$ cat src/rtl/fetch_ctrl.sv
// Instruction-fetch stage controller: owns the PC, issues instruction-bus
// requests and loads {pc, instr} into the fetch/decode pipeline register.
module fetch_ctrl #(
    parameter logic [63:0] RESET_PC  = 64'h8000_0000,
    parameter logic [31:0] NOP_INSTR = 32'h0000_0013
) (
    input  logic        clk,
    input  logic        resetn,
    input  logic [63:0] pc_selected,
    input  logic        move,
    input  logic        branch,
    input  logic        fd_hold,
    output logic [63:0] pcplus4,
    output logic        stop_forfetch,
    output logic        ireq_valid,
    output logic [63:0] ireq_addr,
    input  logic        iresp_data_ok,
    input  logic [31:0] iresp_data,
    output logic        fd_valid,
    output logic [63:0] fd_pc,
    output logic [31:0] fd_instr,
    output logic        fd_exc
);

    typedef enum logic [1:0] {
        ST_FETCH   = 2'd0,
        ST_HOLD    = 2'd1,
        ST_DISCARD = 2'd2
    } state_e;

    state_e      r_state;
    logic [63:0] r_pc;
    logic [63:0] r_req_addr;
    logic [31:0] r_inst_buf;
    logic        r_exc_buf;

    logic        w_in_fetch;
    logic        w_in_hold;
    logic        w_in_discard;
    logic        w_mis;
    logic        w_avail;
    logic [31:0] w_cur_instr;

    assign w_in_fetch   = (r_state == ST_FETCH);
    assign w_in_hold    = (r_state == ST_HOLD);
    assign w_in_discard = (r_state == ST_DISCARD);
    assign w_mis        = (r_pc[1:0] != 2'b00);

    // A misaligned PC never goes to the bus; its NOP is available at once.
    assign w_avail     = (w_in_fetch && (w_mis || iresp_data_ok)) || w_in_hold;
    assign w_cur_instr = w_mis ? NOP_INSTR : (w_in_hold ? r_inst_buf : iresp_data);

    assign pcplus4       = r_pc + 64'd4;
    assign stop_forfetch = !w_avail;
    assign ireq_valid    = resetn && ((w_in_fetch && !w_mis) || w_in_discard);
    assign ireq_addr     = r_req_addr;

    // PC, request address, held-instruction buffer and fetch state.
    always_ff @(posedge clk or negedge resetn) begin
        if (!resetn) begin
            r_state    <= ST_FETCH;
            r_pc       <= RESET_PC;
            r_req_addr <= RESET_PC;
            r_inst_buf <= '0;
            r_exc_buf  <= 1'b0;
        end else begin
            if (move) begin
                r_pc <= pc_selected;
            end
            case (r_state)
                ST_FETCH: begin
                    if (move) begin
                        if (w_avail) begin
                            r_req_addr <= pc_selected;
                        end else begin
                            r_state <= ST_DISCARD;
                        end
                    end else if (w_avail) begin
                        r_state    <= ST_HOLD;
                        r_inst_buf <= w_cur_instr;
                        r_exc_buf  <= w_mis;
                    end
                end
                ST_HOLD: begin
                    if (move) begin
                        r_state    <= ST_FETCH;
                        r_req_addr <= pc_selected;
                    end
                end
                ST_DISCARD: begin
                    // Stale response is dropped; refetch at the newest PC.
                    if (iresp_data_ok) begin
                        r_state    <= ST_FETCH;
                        r_req_addr <= move ? pc_selected : r_pc;
                    end
                end
                default: r_state <= ST_FETCH;
            endcase
        end
    end

    // F/D pipeline register: squash, hold, load, else bubble.
    always_ff @(posedge clk or negedge resetn) begin
        if (!resetn) begin
            fd_valid <= 1'b0;
            fd_pc    <= '0;
            fd_instr <= '0;
            fd_exc   <= 1'b0;
        end else if (move && branch) begin
            fd_valid <= 1'b0;
        end else if (fd_hold) begin
            fd_valid <= fd_valid;
        end else if (move && !w_in_discard) begin
            fd_valid <= 1'b1;
            fd_pc    <= r_pc;
            fd_instr <= w_cur_instr;
            fd_exc   <= w_in_hold ? r_exc_buf : w_mis;
        end else begin
            fd_valid <= 1'b0;
        end
    end

endmodule

$ cat config.mk
export PLATFORM = sky130hd
export DESIGN_NAME = fetch_ctrl
export DESIGN_NICKNAME = d
export VERILOG_FILES = /design/src/rtl/fetch_ctrl.sv
export SDC_FILE = /design/constraint.sdc
export NUM_CORES = 1
export LEC_CHECK = 0
export ABC_AREA = 1
export BUFFER_PORTS_ARGS = -buffer_cell sky130_fd_sc_hd__clkbuf_2
export CORE_ASPECT_RATIO = 1.4
export CORE_MARGIN = 3
export CORE_UTILIZATION = 35
export DETAILED_ROUTE_END_ITERATION = 7
export GPL_TIMING_DRIVEN = 0
export PLACE_DENSITY_LB_ADDON = 0.15
export SLEW_MARGIN = 25
export SYNTH_ARGS = -nofsm -noshare
export SYNTH_HDL_FRONTEND = slang
export SYNTH_SLANG_ARGS = --single-unit
$ cat constraint.sdc
create_clock -name clk -period 3.91 [get_ports clk]
set_clock_uncertainty 0.1 [all_clocks]
set_input_delay 0.5865 -clock clk [delete_from_list [all_inputs] [get_ports clk]]
set_output_delay 0.5865 -clock clk [all_outputs]
set_load 0.05 [all_outputs]
==> flow_summary.toml <==
[pwr]
power_leakage_nw = 7.957
power_density_nw_per_um2 = 592.7
clockPowerShare_pct = 27.7
power_frac_seq_pct = 37.6
ir_drop_uv = 340.3
switching_share_pct = 42.63
power_frac_comb_pct = 34.7
intPower_w = 0.005423
p_sw_w = 0.004030

[sta]
max_slew_margin_pct = 54.42
final-setup-viol-count = 0
final.min_clock_period_ns = 3.520
tightest_slew_ns = 0.6812
hold_viol_final = 0
rsz0062_at_grt = "no"
period_share_pct = 90.02
drv_slew = 0
max_freq_ghz = 0.2841

[floorplan]
die_area_sq_um = 38770
die_y_microns = 231.8
start_util_pct = 35.49
rows = 82
io_pins = 330
core_sq_um = 35910
dieWidth_microns = 167.3

[yosys]
syn_avg_cell_area_sq_um = 7.794
synth-compound-area-share_pct = 15.82
synth.area.top_cells = "dfrtp_1, nand2_1, o21ai_0"
ys_seq_elements = 261
synth_cell_type_count = 32
synth_top_area_share_pct = 50.86
syn_area_sq_um = 12740
yosys.area_share.adder_pct = 0.09818
yosysSeqAreaShare_pct = 51.27
synthMuxAreaShare_pct = 0
yosysTopAreaCell = "dfrtp_1"
synth_simple_gate_area_share_pct = 23.92
synth-xor-area-share_pct = 2.131
synth_cells = 1635
ys.warnings.count = 0
synth_top_family_by_area = "simple AND/OR/NAND/NOR gates"
synth_nets = 1738

[clocking]
cts_num_sinks = 261
cts_max_path_buffers = 3
clk_latency_ns = 0.55
cts_tree = "built"
clockRootBuffer = "clkbuf_16"
clk_pin_slew_ns = 0.06
cts-htree-levels = 1
cts_buffers = 27

[cells_and_area]
finalNetCount = 2099
final_area_sq_um = 15950
area_growth_pct = 25.14
multi_input_area_sq_um = 5348
regArea_sq_um = 6534
stdcell_count = 2477
layout-drive-gt1-share_pct = 21.94
antenna_cells = 0
num-fill-cells = 3823

[placement]
placed_area_sq_um = 15050
hpwlAfterDp_mm = 38.20
routabilityCongestion = 0.9147
port_buffers = 328
numPlacedInstances = 2428

[route]
dr.first_iter.drc_count = 613
wl_mm = 47.65
routed_via_density = 4.896
via_count = 12128
firstDrtPassIters = 5
drc = 0
wl_per_cell_microns = 19.24
ant_nets = 0

[global_routing]
grt_max_degree = 85
grt_pass1_wl_mm = 71.82
antenna_found_initial = 0
grt_pass1_vias = 12299
grt_usage_pct = 23.96
grt-ovfl-total = 0

[job]
cap_violations = 0

[worst_setup_path]
endpoint = "pcplus4[34]"
endpoint_kind = "output port"
cp.required_ns = 3.22
r2r_slack_ns = 1.87
crit_start = "r_pc[3]$_DFF_PN0_"
crit_path_start_kind = "register"
reg2reg_depth = 8
r2r-start = "r_pc[1]$_DFF_PN0_"
critical_path_peak_fanout = 6
critical_path_arrival_ns = 2.83
r2r-end = "ireq_addr[53]$_DFFE_PN0P_"
critical_path_class = "reg2out"

[status]
status = "completed"

[hold_path]
hold_class = "in2reg"
[how the worst min path moves through the flow]
stage	start	to	slack, ns	cells past startpoint
floorplan	resetn	fd_exc$_DFFE_PN0P_	0.19	0
global placement	fd_instr[0]$_DFFE_PN0P_	fd_instr[0]$_DFFE_PN0P_	0.36	2
detailed placement	fd_instr[17]$_DFFE_PN0P_	fd_instr[17]$_DFFE_PN0P_	0.36	2
CTS	fd_hold	fd_valid$_DFFE_PN0P_	0.17	3
global route	pc_selected[57]	r_pc[57]$_DFF_PN0_	0.20	3
finish	fd_hold	fd_valid$_DFFE_PN0P_	0.19	3
[synthesized netlist by cell type]
| master | n |
|---|---|
| nand2_1 | 603 |
| dfrtp_1 | 259 |
| o21ai_0 | 201 |
| nor2_1 | 123 |
| inv_1 | 113 |
| o21ai_1 | 67 |
| a21boi_0 | 64 |
| buf_2 | 37 |
| xor2_1 | 31 |
| a21oi_1 | 30 |
| nand3_1 | 23 |
| clkbuf_1 | 22 |
| nand4_1 | 16 |
| buf_4 | 8 |
| buf_6 | 6 |
| clkbuf_2 | 4 |
| nor3_1 | 4 |
| buf_1 | 3 |
| nor2_2 | 3 |
| o211ai_1 | 3 |
| dfstp_2 | 2 |
| inv_2 | 2 |
| nor2_4 | 2 |
| a31oi_1 | 1 |
| clkinv_1 | 1 |
| ha_1 | 1 |
| nand2_2 | 1 |
| nand2_4 | 1 |
| nand4_4 | 1 |
| nor3b_1 | 1 |
| o22ai_1 | 1 |
| o41ai_1 | 1 |
[what timing repair did]
action	in CTS	in global routing
resized for setup	0	0
setup buffers	0	0
hold buffers	1	0
endpoints found under the hold margin	42	0
[worst max-delay path: stages, from the launching register on]
cell      delay (ns)
dfrtp_1         0.43
ha_1            0.26
inv_1           0.11
nor2_4          0.20
nand2_1         0.16
nor2_1          0.45
nand2_1         0.17
xor2_1          0.20
clkbuf_2        0.31
[power groups by stage]
stage | Combinational, W | Clock, W | Sequential (W)
after global placement | 0.00328 | 0 | 0.00359
after detailed placement | 0.00331 | 0 | 0.00360
after floorplan | 0.00110 | 0 | 0.00478
final | 0.00328 | 0.00262 | 0.00355
after CTS | 0.00332 | 0.00267 | 0.00356
after global routing | 0.00352 | 0.00278 | 0.00361
[state kept, by name (all words and copies together) (netlist names)]
| register | cells |
|---|---|
| fd_exc | 1 |
| r_pc | 64 |
| fd_instr | 32 |
| fd_valid | 1 |
| r_inst_buf | 32 |
| r_state | 2 |
| fd_pc | 64 |
| ireq_addr | 64 |
| r_exc_buf | 1 |
[cell type report]
class / count / area share (%)
flip-flops and latches: 261 / 40.97
multi-input cells: 1178 / 33.53
repair buffers: 332 / 10.93
clock buffers: 36 / 4.762
well taps: 462 / 3.625
inverters: 116 / 2.730
plain buffers: 80 / 2.675
clock inverters: 12 / 0.7767
[stage by stage]
step | total power [W] | setup WS [ns] | hold WS, ns | setup TNS [ns] | util (%)
4_1_cts | 0.009551 | 0.3013 | 0.1723 | 0 | 44.41
3_3_place_gp | 0.006874 | -3.501 | 0.3631 | -902.32 | 41.67
6_report | 0.009452 | 0.3902 | 0.1935 | 0 | 44.41
3_5_place_dp | 0.006911 | 0.8888 | 0.3644 | 0 | 41.92
5_1_grt | 0.009917 | 0.2224 | 0.1952 | 0 | 44.41
2_1_floorplan | 0.005884 | 1.182 | 0.1909 | 0 | -
[cells by family (layout without fill, tap and decap cells)]
kind of cell | Yosys count | in the layout
compound gates | 368 | 368
xor+xnor | 31 | 31
simple gates | 778 | 778
fa+ha+maj | 1 | 1
buf+inv | 196 | 576
flops | 261 | 261
[placed cells by master, fill, tap and decap left out, types with 8 or more instances in the layout]
master and count:
nand2_1 603, clkbuf_2 331, dfrtp_1 259, o21ai_0 201, nor2_1 123, inv_1 113
o21ai_1 67, a21boi_0 64, buf_2 37, xor2_1 31, a21oi_1 30, clkbuf_16 27
clkbuf_1 26, nand3_1 23, nand4_1 16, buf_4 8
[metal layers]
layer  vias to the layer above  wire [microns]  GRT usage, %
met1                      5752           18080         26.95
met4                         0            1745         8.596
li1                       5964               -             -
met2                       345           24660         44.39
met3                        67            3162         5.381
met5                         -               0             0
No activity file was read; power rests on OpenSTA's default activity.
